--- config.mk ---
export PLATFORM = sky130hd
export DESIGN_NAME = ladybird_serial_loader
export DESIGN_NICKNAME = d
export VERILOG_FILES = /design/src/rtl/ladybird_serial_loader.sv
export SDC_FILE = /design/constraint.sdc
export NUM_CORES = 1
export LEC_CHECK = 0
export CORE_ASPECT_RATIO = 1.5
export CORE_MARGIN = 1
export CORE_UTILIZATION = 45
export CTS_CLUSTER_SIZE = 40
export DETAILED_ROUTE_END_ITERATION = 8
export DONT_BUFFER_PORTS = 1
export GPL_TIMING_DRIVEN = 0
export PLACE_DENSITY = 0.61
export RECOVER_POWER = 100
export SLEW_MARGIN = 20
export SYNTH_ARGS = -nofsm -noshare
export SYNTH_HDL_FRONTEND = slang
export SYNTH_SLANG_ARGS = --single-unit
--- constraint.sdc ---
create_clock -name clk -period 5.3 [get_ports clk]
set_input_delay 0.795 -clock clk [delete_from_list [all_inputs] [get_ports clk]]
set_output_delay 0.795 -clock clk [all_outputs]
set_load 0.02 [all_outputs]
--- src/rtl/ladybird_serial_loader.sv ---
// rtl/ladybird_serial_loader.sv - framed boot image loader from UART read port to memory writes
module ladybird_serial_loader #(
  parameter logic [7:0] MAGIC  = 8'hA5,
  parameter int         ADDR_W = 32
) (
  input  logic              clk,
  input  logic              rst,
  input  logic              start,
  output logic              ser_req,
  input  logic              ser_gnt,
  input  logic              ser_data_gnt,
  input  logic [7:0]        ser_rdata,
  output logic              mem_req,
  output logic [ADDR_W-1:0] mem_addr,
  output logic [31:0]       mem_wdata,
  output logic [3:0]        mem_wstrb,
  input  logic              mem_gnt,
  output logic              busy,
  output logic              done,
  output logic [ADDR_W-1:0] entry_addr
);

  typedef enum logic [2:0] {
    S_IDLE,
    S_HUNT,
    S_ADDR,
    S_LEN,
    S_DATA,
    S_WRITE,
    S_DONE
  } state_t;

  state_t            state;
  state_t            state_next;
  logic              pending;
  logic [1:0]        byte_cnt;
  logic [31:0]       shift;
  logic [31:0]       count;
  logic [ADDR_W-1:0] base;

  // A byte only counts once its read has been accepted; data_gnt outside that window is noise.
  logic        byte_valid;
  logic        last_byte;
  logic [31:0] assembled;
  assign byte_valid = pending & ser_data_gnt;
  assign last_byte  = (byte_cnt == 2'd3);
  assign assembled  = {ser_rdata, shift[31:8]};

  // State register.
  always_ff @(posedge clk or posedge rst) begin
    if (rst) state <= S_IDLE;
    else     state <= state_next;
  end

  // Next-state decode and handshake outputs.
  always_comb begin
    state_next = state;
    ser_req    = 1'b0;
    mem_req    = 1'b0;
    done       = 1'b0;
    busy       = (state != S_IDLE);
    case (state)
      S_IDLE: begin
        if (start) state_next = S_HUNT;
      end
      S_HUNT: begin
        ser_req = ~pending;
        if (byte_valid && ser_rdata == MAGIC) state_next = S_ADDR;
      end
      S_ADDR: begin
        ser_req = ~pending;
        if (byte_valid && last_byte) state_next = S_LEN;
      end
      S_LEN: begin
        ser_req = ~pending;
        if (byte_valid && last_byte) state_next = (assembled == 32'd0) ? S_DONE : S_DATA;
      end
      S_DATA: begin
        ser_req = ~pending;
        if (byte_valid && last_byte) state_next = S_WRITE;
      end
      S_WRITE: begin
        mem_req = 1'b1;
        if (mem_gnt) state_next = (count == 32'd1) ? S_DONE : S_DATA;
      end
      S_DONE: begin
        done       = 1'b1;
        state_next = S_IDLE;
      end
      default: state_next = S_IDLE;
    endcase
  end

  assign mem_wstrb = mem_req ? 4'hF : 4'h0;

  // Single-outstanding read tracker: set on accepted request, cleared on data delivery.
  always_ff @(posedge clk or posedge rst) begin
    if (rst) begin
      pending <= 1'b0;
    end else if (ser_req && ser_gnt) begin
      pending <= 1'b1;
    end else if (byte_valid) begin
      pending <= 1'b0;
    end
  end

  // Byte assembly, header capture and write address/data progression.
  always_ff @(posedge clk or posedge rst) begin
    if (rst) begin
      byte_cnt   <= 2'd0;
      shift      <= 32'd0;
      count      <= 32'd0;
      base       <= '0;
      mem_addr   <= '0;
      mem_wdata  <= 32'd0;
      entry_addr <= '0;
    end else begin
      if (byte_valid && (state == S_ADDR || state == S_LEN || state == S_DATA)) begin
        byte_cnt <= byte_cnt + 2'd1;
        shift    <= assembled;
        if (last_byte) begin
          case (state)
            S_ADDR: base <= {assembled[ADDR_W-1:2], 2'b00};
            S_LEN: begin
              count    <= assembled;
              mem_addr <= base;
            end
            S_DATA:  mem_wdata <= assembled;
            default: ;
          endcase
        end
      end
      if (state == S_WRITE && mem_gnt) begin
        mem_addr <= mem_addr + ADDR_W'(4);
        count    <= count - 32'd1;
      end
      // Capture on entry to DONE so entry_addr is already valid alongside the done pulse.
      if (state != S_DONE && state_next == S_DONE) entry_addr <= base;
    end
  end

endmodule

Yosys cells after proc, flatten, opt, wreduce, memory -nomap -nowiden:

Index checks and enable logic that the tools add are counted.

* bits in registers: 194
* input port bits: 14
* output and inout bits: 104
* word-level logic and storage cells: 67

* $add $sub $neg: 3
* equality and inequality tests: 11
* multiplexer cells: 23
* bitwise logic cells: 2
* reductions and logical operators: 19

Operators with widths (number)
* 32-bit 2-to-1 mux: 8
* 32-bit by 3-bit adder with 32-bit output (second input constant): 1
* 32-bit by 1-bit == test with 1-bit output (second input constant): 1
* 32-bit zero test: 1
* 32-bit by 1-bit subtractor with 32-bit output (second input constant): 1
* 3-bit 2-to-1 mux: 6
* 3-bit case mux with 6 select lines: 1
* 3-bit == test (second input constant): 4
* 3-bit AND reduction: 3
* 8-bit == test (second input constant): 1
* 2-bit nonzero test: 4
* 3-bit by 2-bit == test with 1-bit output (second input constant): 2
* 1-bit logical AND: 6
* 1-bit 2-to-1 mux: 5
* 2-bit 2-to-1 mux: 2
* 4-bit 2-to-1 mux: 1
* 4-bit OR reduction: 1
* 3-bit by 1-bit == test with 1-bit output (second input constant): 1
* 3-bit zero test: 1
* 3-bit != test (second input constant): 1
* 3-bit nonzero test: 1
* 2-bit by 1-bit adder with 2-bit output (second input constant): 1
* 2-bit == test (second input constant): 1
* 1-bit logical OR: 2
* other kinds (2): 2

Longest topological paths before layout:

* depth after elaboration: 6
* gate-level depth with buffers: 8
* mapped depth without buffers: 7

Worst setup path after synthesis:

OpenSTA, ideal clock, no wires.

* kind: input port to flip-flop
* start point: in ser_rdata[1]
* end point: reg entry_addr[25]
* setup time: 125 ps
* arrival time: 2417 ps
* required time: 5175 ps
* slack: 2758 ps
* stages on the path: 6
* buffers on the path: 1
* cells stage by stage: or4_4 > or4_1 > nor3_2 > a22oi_2 > buf_6 > mux2_4

* longest elaborated chain between the ends: 6
* elaborated cells between the ends (all ways): 9
* classes of those cells: 2 x eq/ne; 4 x mux; 3 x reduce/logical

RTL lines
* start: declaration: RTL line 12 `input logic [7:0] ser_rdata,`
* 32-bit zero test / 8-bit == test (equally long branches): RTL line 76, 68
* 2-bit 2-to-1 mux / 1-bit logical AND (equally long branches): RTL line 76, 68
* 3-bit 2-to-1 mux (on tied branches): RTL line 76, 68
* 3-bit case mux with 6 select lines *: RTL line 62 `case (state)`
* 3-bit == test *: RTL line 138 `if (state != S_DONE && state_next == S_DONE) entry_addr <= base;`
* 1-bit logical AND *: RTL line 138
* end signal: assignment: RTL line 138
* end: declaration: RTL line 20 `output logic [ADDR_W-1:0] entry_addr`

Mark *: on every way between the ends. The rest lies on a longest branch, timed or not.
A chain may end at the register's enable or synchronous reset.

Final worst setup path:

* start point: reg state[2]
* end point: reg mem_addr[31]

* longest elaborated chain between the ends: 6
* elaborated cells between the ends (all ways): 13
* classes of those cells: 4 x eq/ne; 1 x mux; 8 x reduce/logical

RTL lines
* start: declaration: RTL line 33 `state_t state;`
* start signal: assignment: RTL line 52 `else state <= state_next;`
* 3-bit by 2-bit == test with 1-bit output (on tied branches): RTL line 118, 122
* 1-bit logical OR (2 in a row): RTL line 118 `if (byte_valid && (state == S_ADDR || state == S_LEN || state == S_DATA)) begin`
* 1-bit logical AND: RTL line 118
* 2-bit nonzero test (no line)
* 3-bit AND reduction (no line)
* end signal: assignment: RTL line 126 `mem_addr <= base;`
* end signal: assignment: RTL line 134 `mem_addr <= mem_addr + ADDR_W'(4);`
* end: declaration: RTL line 14 `output logic [ADDR_W-1:0] mem_addr,`

Several ways; a longest one is shown, not always the timed one.

==> results.txt <==
* Run status: finished, violations left
- Violations in the final reports: capacitance limit, slew limit
- In the final design database the tool counted 750 nets.
- Per-cell routed wire length: 24.6 um
- Static leakage: 4.08 nW
* Clock period minus final worst setup slack: 3.34 ns
* Area of all placed cells without fillers: 9190 um^2
- # Post-CTS Setup Buffers: 0
* Required @ worst endpoint: 5.66 ns
- Area share of xor/xnor cells in the synthesized design: 0.211%
- Die Wd: 113 um
- The tree is rooted in a sky130_fd_sc_hd__clkbuf_16.
- Share of layout cells above drive strength 1: 21.2%
- Worst EP arrival: 3.70 ns
* Tot Pwr: 4.56 mW
* GRT Util Overall: 25.8%
- After Yosys synthesis, and, or, nand and nor cells account for 13.4% of the synthesized area.
- The multi-input combinational cells in the finished layout cover a total of 3420 um^2.
- Endpoint class of the critical path: flop
- Clock tree from TritonCTS: yes
- Final setup violation count: 0
- Buffers inserted during clock tree synthesis total 17.
* Worst slew slack as a fraction of its limit: -30.8%
- Detailed Route Iter0 Violations: 447
* Count of cell types in the netlist: 58
* Area fraction in compound gates after synthesis: 10.8%
* Row cnt: 60
* Final core occ: 51.0%
* Number of antenna violations at the first check in global routing: 0
- The synthesized netlist devotes 0.603% of its cell area to adder and majority cells.
* Post-Synthesis Cells: 705
- Setup repair after global routing left no endpoint under its margin.
* Endpoint of the worst-slack reg-to-reg timing path: mem_addr[31]
* Total global routing overflow: 0
* Startpoint type of the worst setup path: flop
- For this run, the detailed router's first-pass iteration total came to 5.
* Worst-case clock buffer depth: 2
- Yosys warns: 0
* Maximum fanout along the worst path: 10
- Total power per unit cell area: 496 nW/um^2
* Top Ports: 118
* Startpoint of the lowest-slack register-to-register path: state[2]
- Buffers placed on the I/O ports in this run total 0.
* # clock sinks: 184
- Die Y-Extent: 168 um
- Placement-stage cell area: 8690 um^2
- Summing every instance area after synthesis gives 8300 um^2.
* Share of synthesized registers carrying an async set or reset: 100%
- Area growth, synth to finish: 10.7%
* Cells on worst reg2reg path: 6
- Vias per Instance: 6.41
* Insertion delay to the later sink of the worst-skew pair: 0.44 ns
- Share of the clock period used by the worst path: 63.0%
- The routed layout has 6169 vias.
- Hold buffer count at CTS: 0
- Timing would allow up to 300 MHz.
- Effective utilization at floorplan: 46.1%
- The worst-case IR drop observed on VDD is 0.305 mV.
- Number of filler instances in the final layout: 1593
- First-pass GRT wire length: 36600 um
- Last weighted congestion value of the routability-driven placer: 0.906
* Worst min-delay path class: in -> async
- Area used by sequential logic in the layout: 4600 um^2
* Maximum number of pins on one net before global-route repair: 37
- At the pin with the least slew margin, the transition time is 1.96 ns.
* Maximum capacitance violations: 3
- Antenna cell count: 0
- Multiplexer area fraction after synthesis: 16.4%
- The die covers 19000 um^2.
- Largest family of logic cells by synthesized area: multiplexers
- The number of global-route vias before repair came to 6260.
* Count of instances resized after the clock tree is built: 0
- Number of nets with antenna violations after detailed routing: 0
* Detailed placement HPWL: 17100 um
- Standard cell core area: 18000 um^2
* H-Tree Depth: 4
- For this run, the register share of the synthesized area comes to 55.5%.
* Worst reg2reg setup slack: 1.96 ns
* Number of synthesized register bits: 184
- On the final layout, the worst clock skew is 0.0135 ns.
- The critical path is of the reg -> reg type.
* Final number of hold-violating endpoints: 0
* Aggregate routed wire length: 23700 um
- In the synthesized netlist the dominant register cell turns out to be sky130_fd_sc_hd__dfrtp_1.
- Number of enable flip-flop cells after synthesis: 0
* Per-instance average area after synthesis: 11.8 um^2
- The max-slew violation count is 103.
* Clock-pin slew reported for the worst setup and hold paths after clock tree synthesis: 0.08 ns
* DRC Markers: 0
- TNS Setup: 0 ns
- Timing startpoint of the critical path: state[2]
## cells in the mapped netlist (all sizes together), types with 15 or more instances
cell type  number  area, um^2
dfrtp         184        4600
mux2          117        1330
nor2           56         210
nand2          44         165
nor3           32         175
nand3          24         120
clkbuf         21        78.8
buf            20         133
a211oi         19         143
nor4           17         113
a311oi         16         140
o21ai          15        75.1
## cells in the final DEF (no fill, tap or decap), types with 4 or more instances in the layout
cell type | netlist | layout
sky130_fd_sc_hd__dfrtp_1 | 184 | 184
sky130_fd_sc_hd__mux2_2 | 115 | 114
sky130_fd_sc_hd__nor2_1 | 56 | 56
sky130_fd_sc_hd__nand2_1 | 44 | 44
sky130_fd_sc_hd__clkbuf_1 | 21 | 39
sky130_fd_sc_hd__nor3_1 | 29 | 31
sky130_fd_sc_hd__nand3_1 | 24 | 24
sky130_fd_sc_hd__a211oi_1 | 19 | 19
sky130_fd_sc_hd__clkbuf_16 | 0 | 17
sky130_fd_sc_hd__nor4_1 | 16 | 16
sky130_fd_sc_hd__a311oi_1 | 16 | 16
sky130_fd_sc_hd__o21ai_0 | 15 | 15
sky130_fd_sc_hd__a21oi_1 | 14 | 14
sky130_fd_sc_hd__nand4_1 | 12 | 12
sky130_fd_sc_hd__o22ai_1 | 12 | 12
sky130_fd_sc_hd__o211ai_1 | 10 | 10
sky130_fd_sc_hd__o311ai_0 | 10 | 10
sky130_fd_sc_hd__inv_1 | 10 | 9
sky130_fd_sc_hd__and3_1 | 7 | 7
sky130_fd_sc_hd__or3_1 | 6 | 6
sky130_fd_sc_hd__nor3b_1 | 5 | 5
sky130_fd_sc_hd__clkinv_8 | 0 | 5
sky130_fd_sc_hd__a221o_1 | 4 | 4
sky130_fd_sc_hd__mux2i_1 | 4 | 4
sky130_fd_sc_hd__ha_1 | 4 | 4
sky130_fd_sc_hd__buf_4 | 8 | 4
sky130_fd_sc_hd__conb_1 | 1 | 4
sky130_fd_sc_hd__inv_6 | 0 | 4
## area by class of cell
type	instances	area share, %
clock buffers	17	4.63
well taps	217	2.96
plain buffers	41	1.85
clock inverters	15	2.18
inverters	10	0.422
multi-input cells	473	37.3
flip-flops and latches	184	50.1
repair buffers	5	0.558
## where the power goes
part / total (mW) / leakage, nW / switching [mW] / internal, mW
logic: 0.823 / 1.39 / 0.427 / 0.396
clock network: 1.33 / 0.296 / 0.648 / 0.687
registers: 2.40 / 2.40 / 0.669 / 1.73
total: 4.56 / 4.08 / 1.74 / 2.81
## sequential cells by signal, indices dropped and copies added, names as in the netlist
name and cells:
base 30, byte_cnt 2, count 32, entry_addr 30
mem_addr 30, mem_wdata 32, pending 1, shift 24
state 3
## critical path, stage by stage (launching register included)
cell	delay, ns
sky130_fd_sc_hd__dfrtp_1	0.36
sky130_fd_sc_hd__clkbuf_1	0.31
sky130_fd_sc_hd__nand4b_1	0.51
sky130_fd_sc_hd__nor3_1	1.11
sky130_fd_sc_hd__nand3_1	0.40
sky130_fd_sc_hd__or4_1	0.49
sky130_fd_sc_hd__nand3_1	0.09
## per-stage QoR
stage	hold WS (ns)	setup WS, ns	cells
detailed placement	0.479	2.34	930
global route	0.438	1.79	962
CTS	0.279	2.18	962
floorplan	0.448	2.14	708
global placement	0.467	1.23	925
finish	0.373	1.96	962
## worst max path at each step
stage	endpoint	slack [ns]	cells after the start
CTS	mem_wstrb[0]	2.18	3
global placement	mem_wdata[9]	1.23	1
finish	mem_addr[31]	1.96	6
global route	mem_addr[31]	1.79	6
floorplan	base[10]	2.14	1
detailed placement	mem_addr[17]	2.34	7
## kinds of logic after synthesis
logic type | Yosys count
and+or+nand+nor | 220
DFF | 184
AOI/OAI and AO/OA | 122
muxes | 121
buffers and inverters | 51
adders and majority gates | 4
xor gates and xnor gates | 2
other | 1
## metal layers
metal | global-route usage (%) | up-vias | routed length [um]
met2 | 46.5 | 220 | 12700
met1 | 29.7 | 3199 | 8950
met3 | 4.18 | 57 | 1240
li1 | - | 2693 | -
met5 | 0 | - | 0
met4 | 12.0 | 0 | 844
Power figures use the tool's default switching activity.
